### config.mk
export PLATFORM = sky130hd
export DESIGN_NAME = spi_sample_scheduler
export DESIGN_NICKNAME = d
export VERILOG_FILES = /design/src/rtl/spi_sensor_pkg.sv /design/src/rtl/spi_tag_pipe.sv /design/src/rtl/spi_sample_scheduler.sv
export SDC_FILE = /design/constraint.sdc
export NUM_CORES = 1
export LEC_CHECK = 0
export CAP_MARGIN = 20
export CORE_UTILIZATION = 44
export CTS_CLUSTER_DIAMETER = 200
export CTS_CLUSTER_SIZE = 28
export DETAILED_ROUTE_END_ITERATION = 8
export GPL_TIMING_DRIVEN = 0
export HOLD_SLACK_MARGIN = 0.05
export PLACE_DENSITY = 0.81
export REMOVE_ABC_BUFFERS = 1
export SLEW_MARGIN = 20
export SYNTH_ARGS = -nofsm -noshare
export SYNTH_HDL_FRONTEND = slang
export SYNTH_SLANG_ARGS = --single-unit
### constraint.sdc
create_clock -name clk -period 7.3 [get_ports clk]
set_input_delay 0.73 -clock clk [delete_from_list [all_inputs] [get_ports clk]]
set_output_delay 0.73 -clock clk [all_outputs]
set_load 0.02 [all_outputs]
### src/rtl/spi_sensor_pkg.sv
// Shared definitions for the sensor SPI scheduler: frame opcodes, the
// dummy frame, tag-pipe entry layout and the frame builder.
package spi_sensor_pkg;

    localparam int CH_W = 6;

    localparam logic [1:0] OP_CONVERT = 2'b00;
    localparam logic [1:0] OP_WRITE   = 2'b10;
    localparam logic [1:0] OP_READ    = 2'b11;

    // READ of register 63: harmless frame used to clock results out
    localparam logic [15:0] DUMMY_FRAME = 16'hFF00;

    typedef enum logic [1:0] {
        KIND_NONE  = 2'd0,
        KIND_SWEEP = 2'd1,
        KIND_HOST  = 2'd2
    } tag_kind_t;

    typedef struct packed {
        logic            valid;
        tag_kind_t       kind;
        logic [CH_W-1:0] ch;
    } tag_t;

    function automatic logic [15:0] build_frame(input logic [1:0]      op,
                                                input logic [CH_W-1:0] addr,
                                                input logic [7:0]      data);
        return {op, addr, data};
    endfunction

endpackage

### src/rtl/spi_tag_pipe.sv
// Tag pipe: remembers what each in-flight frame was, so the word that comes
// back two frames later can be routed. stage0/stage1 hold the two newest
// frames; head holds the frame whose result arrives with the current spi_done.
module spi_tag_pipe
    import spi_sensor_pkg::*;
(
    input  logic clk,
    input  logic reset,
    input  logic push,
    input  tag_t push_tag,
    input  logic pop,
    input  logic flush,
    output tag_t pop_tag
);

    tag_t stage0, stage1, head;

    // Shift on push; the entry falling out of stage1 becomes the head to pop
    always_ff @(posedge clk or posedge reset) begin
        if (reset) begin
            stage0 <= '0;
            stage1 <= '0;
            head   <= '0;
        end else if (flush) begin
            stage0 <= '0;
            stage1 <= '0;
            head   <= '0;
        end else if (push) begin
            head   <= stage1;
            stage1 <= stage0;
            stage0 <= push_tag;
        end else if (pop) begin
            head.valid <= 1'b0;
        end
    end

    assign pop_tag = head;

endmodule

### src/rtl/spi_sample_scheduler.sv
// Arbitrates the sensor SPI master between the periodic channel sweep and
// the host register port, and routes delayed results via the tag pipe.
module spi_sample_scheduler
    import spi_sensor_pkg::*;
#(
    parameter int N_CH          = 32,
    parameter int SAMPLE_PERIOD = 2000
) (
    input  logic            clk,
    input  logic            reset,
    input  logic            host_req,
    input  logic            host_wr,
    input  logic [CH_W-1:0] host_addr,
    input  logic [7:0]      host_wdata,
    output logic            host_ack,
    output logic [15:0]     host_rdata,
    output logic            spi_start,
    output logic [15:0]     spi_tx,
    input  logic            spi_busy,
    input  logic            spi_done,
    input  logic [15:0]     spi_rx,
    output logic            res_valid,
    output logic [CH_W-1:0] res_ch,
    output logic [15:0]     res_data,
    output logic            sweep_active,
    output logic            overrun
);

    localparam int CNT_W = $clog2(SAMPLE_PERIOD);
    localparam int IDX_W = 7;
    localparam logic [CNT_W-1:0] TICK_AT    = CNT_W'(SAMPLE_PERIOD - 1);
    localparam logic [IDX_W-1:0] CONV_END   = IDX_W'(N_CH);
    localparam logic [IDX_W-1:0] SWEEP_LAST = IDX_W'(N_CH + 1);
    localparam logic [IDX_W-1:0] HOST_LAST  = IDX_W'(2);

    localparam logic [1:0] S_IDLE  = 2'd0;
    localparam logic [1:0] S_ISSUE = 2'd1;
    localparam logic [1:0] S_WAIT  = 2'd2;

    logic [1:0]       state;
    logic [CNT_W-1:0] tick_cnt;
    logic             tick, sweep_pending, mode_sweep;
    logic [IDX_W-1:0] frame_idx, idx_next;
    logic             take_sweep, take_host, done_ok, last_frame, in_sweep;
    logic [15:0]      host_frame, next_frame;
    tag_t             push_tag, pop_tag;

    assign tick       = (tick_cnt == TICK_AT);
    // A tick in the same IDLE cycle as host_req still wins arbitration
    assign take_sweep = (state == S_IDLE) && (sweep_pending || tick);
    // host_req is still high during the ack cycle; do not restart on it
    assign take_host  = (state == S_IDLE) && !take_sweep && host_req && !host_ack;
    assign done_ok    = (state == S_WAIT) && spi_done;
    assign last_frame = (frame_idx == (mode_sweep ? SWEEP_LAST : HOST_LAST));
    assign in_sweep   = sweep_active || ((state != S_IDLE) && mode_sweep);
    assign spi_start  = (state == S_ISSUE) && !spi_busy;
    assign idx_next   = frame_idx + IDX_W'(1);
    assign host_frame = host_wr ? build_frame(OP_WRITE, host_addr, host_wdata)
                                : build_frame(OP_READ,  host_addr, 8'h00);

    // Frame following the one just completed
    always_comb begin
        next_frame = DUMMY_FRAME;
        if (mode_sweep && (idx_next < CONV_END))
            next_frame = build_frame(OP_CONVERT, idx_next[CH_W-1:0], 8'h00);
    end

    // Tag describing the frame being started
    always_comb begin
        push_tag       = '0;
        push_tag.valid = 1'b1;
        push_tag.kind  = KIND_NONE;
        if (mode_sweep && (frame_idx < CONV_END)) begin
            push_tag.kind = KIND_SWEEP;
            push_tag.ch   = frame_idx[CH_W-1:0];
        end else if (!mode_sweep && (frame_idx == '0)) begin
            push_tag.kind = KIND_HOST;
        end
    end

    // Free-running sweep tick counter
    always_ff @(posedge clk or posedge reset) begin
        if (reset)     tick_cnt <= '0;
        else if (tick) tick_cnt <= '0;
        else           tick_cnt <= tick_cnt + CNT_W'(1);
    end

    // Frame sequencer: selects a transaction in IDLE and walks its frames
    always_ff @(posedge clk or posedge reset) begin
        if (reset) begin
            state      <= S_IDLE;
            mode_sweep <= 1'b0;
            frame_idx  <= '0;
            spi_tx     <= '0;
        end else begin
            case (state)
                S_IDLE: begin
                    if (take_sweep) begin
                        mode_sweep <= 1'b1;
                        frame_idx  <= '0;
                        spi_tx     <= build_frame(OP_CONVERT, '0, 8'h00);
                        state      <= S_ISSUE;
                    end else if (take_host) begin
                        mode_sweep <= 1'b0;
                        frame_idx  <= '0;
                        spi_tx     <= host_frame;
                        state      <= S_ISSUE;
                    end
                end
                S_ISSUE: if (!spi_busy) state <= S_WAIT;
                S_WAIT: begin
                    if (spi_done) begin
                        if (last_frame) begin
                            state <= S_IDLE;
                        end else begin
                            frame_idx <= idx_next;
                            spi_tx    <= next_frame;
                            state     <= S_ISSUE;
                        end
                    end
                end
                default: state <= S_IDLE;
            endcase
        end
    end

    // Sweep bookkeeping: pending request, activity window, sticky overrun
    always_ff @(posedge clk or posedge reset) begin
        if (reset) begin
            sweep_pending <= 1'b0;
            sweep_active  <= 1'b0;
            overrun       <= 1'b0;
        end else begin
            if (tick && in_sweep)
                overrun <= 1'b1;
            if (take_sweep)
                sweep_pending <= 1'b0;
            else if (tick && !in_sweep)
                sweep_pending <= 1'b1;
            if (spi_start && mode_sweep && (frame_idx == '0))
                sweep_active <= 1'b1;
            else if (done_ok && last_frame && mode_sweep)
                sweep_active <= 1'b0;
        end
    end

    // Route each returning word according to the tag of its frame
    always_ff @(posedge clk or posedge reset) begin
        if (reset) begin
            res_valid  <= 1'b0;
            res_ch     <= '0;
            res_data   <= '0;
            host_ack   <= 1'b0;
            host_rdata <= '0;
        end else begin
            res_valid <= 1'b0;
            host_ack  <= 1'b0;
            if (done_ok && pop_tag.valid) begin
                case (pop_tag.kind)
                    KIND_SWEEP: begin
                        res_valid <= 1'b1;
                        res_ch    <= pop_tag.ch;
                        res_data  <= spi_rx;
                    end
                    KIND_HOST: begin
                        host_ack   <= 1'b1;
                        host_rdata <= spi_rx;
                    end
                    default: ;
                endcase
            end
        end
    end

    spi_tag_pipe u_tag_pipe (
        .clk      (clk),
        .reset    (reset),
        .push     (spi_start),
        .push_tag (push_tag),
        .pop      (done_ok),
        .flush    (done_ok && last_frame),
        .pop_tag  (pop_tag)
    );

endmodule

# [Word level (Yosys, flattened, before mapping)]
# Cells that the tools add are included.
[word_totals] romBits=0 register_bits=107 input_bits=36 latch_bits=0 n_memories=0 ram_bits=0
[op_classes] div=0 eq_ne=10 n_reduce_logical=38 order_cmp=2 mul=0 n_bitwise=0 add_sub_neg=2 shift=0 n_mux=41
[ops] cell="16-bit 2-to-1 mux" n=5
[ops] cell="9-bit 2-to-1 mux" n=5
[ops] cell="16-bit case mux with 2 select lines" n=1
[ops] cell="7-bit 2-to-1 mux" n=4
[ops] cell="1-bit logical AND" n=17
[ops] cell="15-bit 2-to-1 mux" n=1
[ops] cell="7-bit by 6-bit less-than comparator with 1-bit output (second input constant)" n=2
[ops] cell="7-bit case mux with 2 select lines" n=1
[ops] cell="1-bit 2-to-1 mux" n=13
[ops] cell="2-bit 2-to-1 mux" n=6
[ops] cell="6-bit 2-to-1 mux" n=2
[ops] cell="2-bit nonzero test" n=6
[ops] cell="11-bit by 1-bit adder with 11-bit output (second input constant)" n=1
[ops] cell="11-bit == test (second input constant)" n=1
[ops] cell="11-bit 2-to-1 mux" n=1
[ops] cell="8-bit 2-to-1 mux" n=1
[ops] cell="7-bit by 1-bit adder with 7-bit output (second input constant)" n=1
[ops] cell="7-bit by 6-bit == test with 1-bit output" n=1
[ops] cell="7-bit logical NOT" n=1
[ops] cell="2-bit != test (second input constant)" n=3
[ops] cell="2-bit case mux with 3 select lines" n=1
[ops] cell="2-bit AND reduction" n=3
[ops] cell="1-bit logical NOT" n=5
[ops] cell="2-bit by 1-bit == test with 1-bit output (second input constant)" n=2
[ops] cell="other kinds (7)" n=9

# [Longest topological paths before layout]
# Gate-level depths: netlist of the first run.
[logic_depth] ltp_word=10 ltp_mapped=8 ltp_nobuf=6

# [Hierarchy]
# Synthesis of the first run repeated with hierarchy kept, for this count alone.
[unflattened] hier_cells=386 area_unflattened_um2=4740.8
[modules_own_cells] module="spi_sample_scheduler" area_each_um2=3634.7 seq_area_each_um2=2001.9 cells_per_inst=297 instances=1
[modules_own_cells] module="spi_tag_pipe" area_each_um2=1106.1 seq_area_each_um2=675.6 cells_per_inst=89 instances=1

# [Least setup slack after synthesis of the first run]
# Ideal clock, no wire load.
[synth_timing] path_type="input to output" startpoint="in spi_busy" endpoint="out spi_start" n_path_buf=2 path_stages=4 setup_slack_ns=5.032 arrival_ns=1.538 path_cell_list="or3b_1 -> clkbuf_1 -> inv_1 -> buf_2"
[synth_between] elab_chain_len=2
[synth_lines] element="start, declared" line_no="spi_sample_scheduler.sv:19" text="input logic spi_busy,"
[synth_lines] element="1-bit logical NOT"
[synth_lines] element="1-bit logical AND" line_no="spi_sample_scheduler.sv:56" text="assign spi_start = (state == S_ISSUE) && !spi_busy;"
[synth_lines] element="end, declared" line_no="spi_sample_scheduler.sv:17" text="output logic spi_start,"
# Every way passes these cells.

# [Final worst setup path of the first run]
# Ends and elaborated chain as after synthesis.

==> parameters.txt, run 1 <==
Parameter                              Value

STA
  Final setup violating endpoints    0
  Worst clock skew    0.0112 ns
  Time the final worst path needs with I/O delays and setup    3.91 ns
  Tcrit/Tclk final    53.5%
  Achievable Freq    256 MHz
  Slew margin rel.    40.2%
  Hold Fails Final Rpt    0
  Count of final max-slew check failures    0
  Summed negative setup slack over all endpoints    0 ns
  Actual transition at the worst max-transition pin    0.896 ns
  Setup repair after global routing missed its margin    false
  Worst hold-check slack    0.489 ns

Logic synthesis
  Cell Area, Synth    4540 um^2
  Number of enable flip-flop cells after synthesis    0
  Count of synthesis-stage warnings from yosys    0
  Proportion of synthesized flip-flops having asynchronous set or reset    100%
  Mean post-synth cell area    12.1 um^2
  Compound-cell area share of the yosys netlist    11.1%
  Post-synthesis mux area share    10.2%
  Sequential share of the synthesized area    59.0%
  Total of flip-flops plus latches after synthesis    107
  Largest family of logic cells by synthesized area    simple AND/OR/NAND/NOR gates
  Synthesized instance count    374
  Simple-gate share of the synthesized area    13.6%
  Netlist cell types    53
  Synthesized-area fraction occupied by xor and xnor cells    2.32%
  Most used flip-flop cell after synthesis    dfrtp_1
  Post-Synth Adder-Cell Area    0.828%

Layout
  Fraction of layout instances using a drive strength above 1    16.3%
  Register cell area after layout    2680 um^2
  Nets@finish    502
  Number of diodes added for antenna fixing    0
  # fillers    812
  Multi-input logic area    1730 um^2
  Signed area change from the synthesized netlist to the final layout    27.6%
  Post-route cell area    5790 um^2
  Commonest cells after routing, fill and taps aside    dfrtp_1 (107), clkdlybuf4s50_1 (94), nand2_1 (45)
  Commonest non-fill, non-tap cell in the layout    dfrtp_1

Floorplanning
  Core area    9860 um^2
  Total Die Area    10700 um^2
  Effective utilization at floorplan    46.0%
  Die H    104 um
  Row count    36
  Die W    104 um
  Number of I/O pins    95

GRT
  Residual overflow from global routing    0
  Vias in the first global route    3225
  Antenna violations before repair    0
  GRT Resource Usage Total    18.2%
  Maximum number of pins on one net before global-route repair    64
  Global-route wire length before repair    15800 um

Setup path
  R2r setup slk    4.88 ns
  Endpoint of the worst register-to-register path    u_tag_pipe.stage0[0]
  Startpoint types    primary input
  Worst setup path class    in -> out
  Peak fanout along the critical path    24
  Source of the critical timing path    spi_busy
  Endpoint required time on the critical path    6.57 ns
  Worst reg-to-reg path cell count    4
  Launching point of the worst reg2reg path    state[1]
  Worst endpoint data arrival time    3.18 ns
  Critical path capture point    spi_start
  Element type at the critical path end    output pin

Place
  Weighted congestion reported at the end of routability-driven placement    0.775
  Port Buffers    94
  Dpl hpwl    6450 um
  Post-place instance area    5590 um^2

Clock tree
  CTS buffer count    9
  Bufs on Longest Clock Path    2
  Post-CTS Hold Fix Bufs    0
  Clock Root Buffer    clkbuf_8
  H-tree level count    3
  CTS tree    done
  Number of buffers inserted to repair setup after CTS    0
  Clock-pin slew reported for the worst setup and hold paths after clock tree synthesis    0.08 ns
  Clock net sink count    107
  Clock latency at the later pin of the worst-skew pair    0.36 ns
  CTS resizes    0

Pwr
  Maximum ir drop on the vdd rail    0.171 mV
  P per Cell Area    316 nW/um^2
  P_leak    0.00258 uW

Route
  Number of optimization iterations in the first detailed-route pass    4
  Antenna Nets Post-Route    0
  Vias/cell    5.31
  Vias    3185
  Final wirelength    9110 um
  Number of design-rule violations left by the first detailed-router iteration    129
  DRC Markers    0
  Wire per inst    15.2 um

Flow run
  MaxCap Viol Count    0

Hold path
  Path category of the worst min-delay check    reg -> reg

Status
  Run status    completed
-- final cells by class --
cell class	count	area share (%)
Sequential cell	107	46.3
Multi-Input combinational cell	243	29.9
Timing Repair Buffer	96	17.0
Tap cell	133	2.87
Clock buffer	12	2.68
Clock inverter	3	0.800
Inverter	6	0.475
-- cell usage after synthesis, types with 7 or more instances --
master,instances,area (um^2)
a31oi_1,7,43.8
a21oi_1,13,65.1
dfrtp_1,107,2680
and3_1,7,43.8
nand3_1,8,40.0
nand2_1,45,169
mux2_2,41,462
nor2_1,16,60.1
o21ai_0,24,120
a22o_1,13,114
-- flip-flops by register name, indices dropped and copies added, names as in the netlist --
signal / cells
host_rdata: 16
res_data: 16
spi_tx: 16
tick_cnt: 11
u_tag_pipe.pop_tag: 9
u_tag_pipe.stage0: 9
u_tag_pipe.stage1: 9
frame_idx: 7
res_ch: 6
state: 2
host_ack: 1
mode_sweep: 1
overrun: 1
res_valid: 1
sweep_active: 1
sweep_pending: 1
-- through the flow --
stage / utilization [%] / power, uW / setup slack (ns) / instances
floorplan: - / 1170 / 3.75 / 356
global placement: 56.1 / 1450 / 2.34 / 583
detailed placement: 56.6 / 1470 / 3.38 / 585
CTS: 58.7 / 1850 / 3.37 / 600
global route: 58.7 / 1930 / 3.26 / 600
finish: 58.7 / 1830 / 3.39 / 600
-- worst max-delay path, cell delays in order --
cell and delay, ns:
clkdlybuf4s50_1 0.42, or3b_1 0.70, inv_1 0.60, clkdlybuf4s50_1 0.72
-- power breakdown --
| part | total, uW | leakage, uW | switching [uW] | internal [uW] |
|---|---|---|---|---|
| logic | 661 | 0.00106 | 346 | 315 |
| registers | 800 | 0.00143 | 85.0 | 715 |
| clock network | 369 | 0.0000991 | 191 | 177 |
| total | 1830 | 0.00258 | 623 | 1210 |
-- routing by layer --
layer,routed length [um],vias up,global-route usage (%)
li1,-,1502,-
met1,4090,1595,23.2
met2,4550,76,30.8
met3,306,12,3.27
met4,158,0,6.94
met5,0,-,0
-- cell families (layout without fill, tap and decap cells) --
logic type | count (synthesis) | count (layout)
AOI/OAI and AO/OA | 76 | 76
xor gates and xnor gates | 12 | 12
adders and majority gates | 3 | 3
buffers and inverters | 24 | 117
DFF | 107 | 107
muxes | 41 | 41
and+or+nand+nor | 111 | 111
-- worst min path at each step --
| stage | from | to | slack, ns | cells past startpoint |
|---|---|---|---|---|
| finish | tick_cnt[10] | tick_cnt[10] | 0.49 | 1 |
| global route | tick_cnt[10] | tick_cnt[10] | 0.50 | 1 |
| CTS | tick_cnt[10] | tick_cnt[10] | 0.49 | 1 |
| detailed placement | tick_cnt[10] | tick_cnt[10] | 0.47 | 1 |
| global placement | u_tag_pipe.stage1[7] | u_tag_pipe.pop_tag[7] | 0.46 | 2 |
| floorplan | tick_cnt[10] | tick_cnt[10] | 0.44 | 1 |
Power figures use the tool's default switching activity.
==> inputs of run 2 (changes only) <==
--- a/config.mk
+++ b/config.mk
@@ -12,7 +12,7 @@
 export DETAILED_ROUTE_END_ITERATION = 8
 export GPL_TIMING_DRIVEN = 0
 export HOLD_SLACK_MARGIN = 0.05
-export PLACE_DENSITY = 0.81
+export PLACE_DENSITY = 0.84
 export REMOVE_ABC_BUFFERS = 1
 export SLEW_MARGIN = 20
 export SYNTH_ARGS = -nofsm -noshare
==> constraint.sdc (replaced) <==
create_clock -name clk -period 3.3 [get_ports clk]
set_input_delay 0.33 -clock clk [delete_from_list [all_inputs] [get_ports clk]]
set_output_delay 0.33 -clock clk [all_outputs]
set_load 0.02 [all_outputs]
==> run 2 against run 1 <==
Clock skew grew 0.0096 ns. Design area shrank 0.41%. Wire length grew 0.15%. Hold slack lost 0.18 ns. Clock power grew 97%. Final cell count grew 0.17%. Via count is essentially flat.
==> parameters.txt, run 2 (same netlist as run 1, synthesis figures left out) <==
Parameter                              Value

GRT
  Antenna violations before repair    0 (unchanged)
  Vias in the first global route    3356 (+4.1%)
  Global-route wire length before repair    16100 um (+1.7%)
  GRT Resource Usage Total    18.5% (+0.30 points)
  Maximum number of pins on one net before global-route repair    79 (+23%)
  Residual overflow from global routing    0 (unchanged)

Setup path
  Critical Path, Cell by Cell    or3b_2 -> clkinvlp_4 -> clkdlybuf4s50_1
  Cell with the biggest individual delay on the critical path    or3b_2
  R2r setup slk    0.90 ns (-3.98 ns)
  Worst setup path class    reg -> out
  Endpoint of the worst register-to-register path    host_rdata[6]
  Worst reg-to-reg path cell count    4 (unchanged)
  Worst endpoint data arrival time    2.74 ns (-0.44 ns)
  Max stage delay on crit path    0.77 ns (+0.05 ns)
  Startpoint types    flip-flop
  Launching point of the worst reg2reg path    state[1]
  Element type at the critical path end    output pin
  Endpoint required time on the critical path    2.97 ns (-3.60 ns)
  Peak fanout along the critical path    24 (unchanged)

STA
  Achievable Freq    326 MHz
  Time the final worst path needs with I/O delays and setup    3.07 ns
  Final setup violating endpoints    0 (unchanged)
  Worst clock skew    0.0208 ns (+0.00965 ns)
  Hold Fails Final Rpt    0 (unchanged)
  Slew margin rel.    40.1% (-0.13 points)
  Count of final max-slew check failures    0 (unchanged)
  Tcrit/Tclk final    93.0%
  Actual transition at the worst max-transition pin    0.898 ns (+0.00193 ns)
  Summed negative setup slack over all endpoints    0 ns (unchanged)
  Worst-case setup margin in the final layout    0.232 ns (-3.16 ns)
  Setup repair after global routing missed its margin    false

Pwr
  Cell Int Power    2560 uW (+110%)
  P per Cell Area    688 nW/um^2 (+120%)
  Logic pwr share    36.8% (+0.7 points)
  Switching power share of the total    35.3% (+1.3 points)
  P_leak    0.00256 uW (-0.89%)
  Clock network power share    18.4% (-1.7 points)
  Maximum ir drop on the vdd rail    0.370 mV (+120%)
  Switching Power    1400 uW (+130%)
  Sequential power share    44.8% (+1.1 points)
  Total Power Consumption    3970 uW (+120%)

Route
  Vias    3188 (+0.094%)
  Vias/cell    5.30 (about the same)
  DRC Markers    0 (unchanged)
  Number of optimization iterations in the first detailed-route pass    4 (unchanged)
  Final wirelength    9120 um (+0.15%)
  Number of design-rule violations left by the first detailed-router iteration    157 (+22%)
  Antenna Nets Post-Route    0 (unchanged)
  Wire per inst    15.2 um (about the same)

Clock tree
  Bufs on Longest Clock Path    2 (unchanged)
  Clock latency at the later pin of the worst-skew pair    0.37 ns (about the same)
  Clock-pin slew reported for the worst setup and hold paths after clock tree synthesis    0.11 ns (+0.03 ns)
  CTS tree    done
  H-tree level count    3 (unchanged)
  Clock net sink count    107 (unchanged)
  Clock Root Buffer    clkbuf_8
  Number of buffers inserted to repair setup after CTS    0 (unchanged)
  CTS buffer count    9 (unchanged)

Layout
  Layout Cells excl Fill    601 (+0.17%)
  Largest registers in the final layout    host_rdata (16), res_data (16), spi_tx (16)
  Fraction of layout instances using a drive strength above 1    16.7% (+0.39 points)
  Signed area change from the synthesized netlist to the final layout    27.1%
  Number of diodes added for antenna fixing    0 (unchanged)
  Final core area utilization    58.4% (-0.24 points)
  Nets@finish    502 (unchanged)
  # fillers    785 (-3.3%)
  Commonest cells after routing, fill and taps aside    dfrtp_1 (107), clkdlybuf4s50_1 (94), nand2_1 (45)
  Commonest non-fill, non-tap cell in the layout    dfrtp_1

Floorplanning
  Die W    104 um (unchanged)
  Die H    104 um (unchanged)
  Total Die Area    10700 um^2 (unchanged)
  Row count    36 (unchanged)
  Number of I/O pins    95 (unchanged)
  Effective utilization at floorplan    46.0% (unchanged)
  Core area    9860 um^2 (unchanged)

Place
  Weighted congestion reported at the end of routability-driven placement    0.834 (+7.7%)
  Dpl hpwl    6350 um (-1.6%)
  Placed cell count    585 (unchanged)
  Post-placement worst setup slack    0.181 ns (-3.20 ns)
  Port Buffers    94 (unchanged)

Status
  Run status    completed

Hold path
  Path category of the worst min-delay check    in -> async

Flow run
  MaxCap Viol Count    0 (unchanged)
## run 2: changes by cell type in the layout (fill, tap and decap cells not counted)
cell,before,now
bufinv_16,1,0
or3b_2,0,1
inv_1,5,4
clkbuf_1,1,2
inv_6,2,4
clkbuf_8,11,9
or3b_1,1,0
clkinv_4,0,1
clkinvlp_4,1,2
## run 2: critical path: cells and delay by family, from the launching register on
family        cells  cell delay, ns
buf+inv           2            1.07
flops             1            0.52
simple gates      1            0.77
## run 2: worst max-delay path by stage
stage / from / to / cells after the start / slack, ns
after global routing: state[1] / spi_start / 3 / 0.15
after detailed placement: spi_busy / spi_start / 4 / 0.18
final: state[1] / spi_start / 3 / 0.23
after CTS: state[1] / spi_start / 3 / 0.23
after floorplan: reset / frame_idx[0] / 1 / 0.15
after global placement: reset / res_ch[4] / 2 / -1.19
## run 2: power groups by stage
stage | clock network, uW | logic (uW) | registers [uW]
6_report | 728 | 1460 | 1780
5_1_grt | 806 | 1580 | 1810
4_1_cts | 751 | 1470 | 1780
3_5_place_dp | 0 | 1460 | 1800
3_3_place_gp | 0 | 1420 | 1780
2_1_floorplan | 0 | 558 | 2030
## run 2: cell type report
| cell class | count | area, um^2 | share of cell area (%) |
|---|---|---|---|
| clock buffer | 11 | 131 | 2.28 |
| clock inverter | 5 | 42.5 | 0.738 |
| inverter | 6 | 31.3 | 0.543 |
| multi-input combinational | 243 | 1730 | 30.1 |
| sequential | 107 | 2680 | 46.4 |
| tap | 133 | 166 | 2.89 |
| timing repair buffer | 96 | 983 | 17.1 |
## run 2: what timing repair did
item,in CTS,in global routing
hold buffers,0,0
endpoints found under the hold margin,0,0
endpoints found under the setup margin,1,0
gates resized for setup,2,0
## run 2: metrics by stage
| step | cell area [um^2] | hold slack (ns) |
|---|---|---|
| after floorplan | 4420 | 0.438 |
| after global placement | 5530 | 0.457 |
| after detailed placement | 5590 | 0.466 |
| after CTS | 5760 | 0.307 |
| after global routing | 5770 | 0.317 |
| final | 5770 | 0.314 |
## run 2: routing by layer
metal	share of wire, %	GRT usage (%)	vias up
met3	3.6	3.84	14
met4	1.7	7.04	0
li1	-	-	1502
met1	45	23.8	1586
met5	0	0	-
met2	50	30.7	86
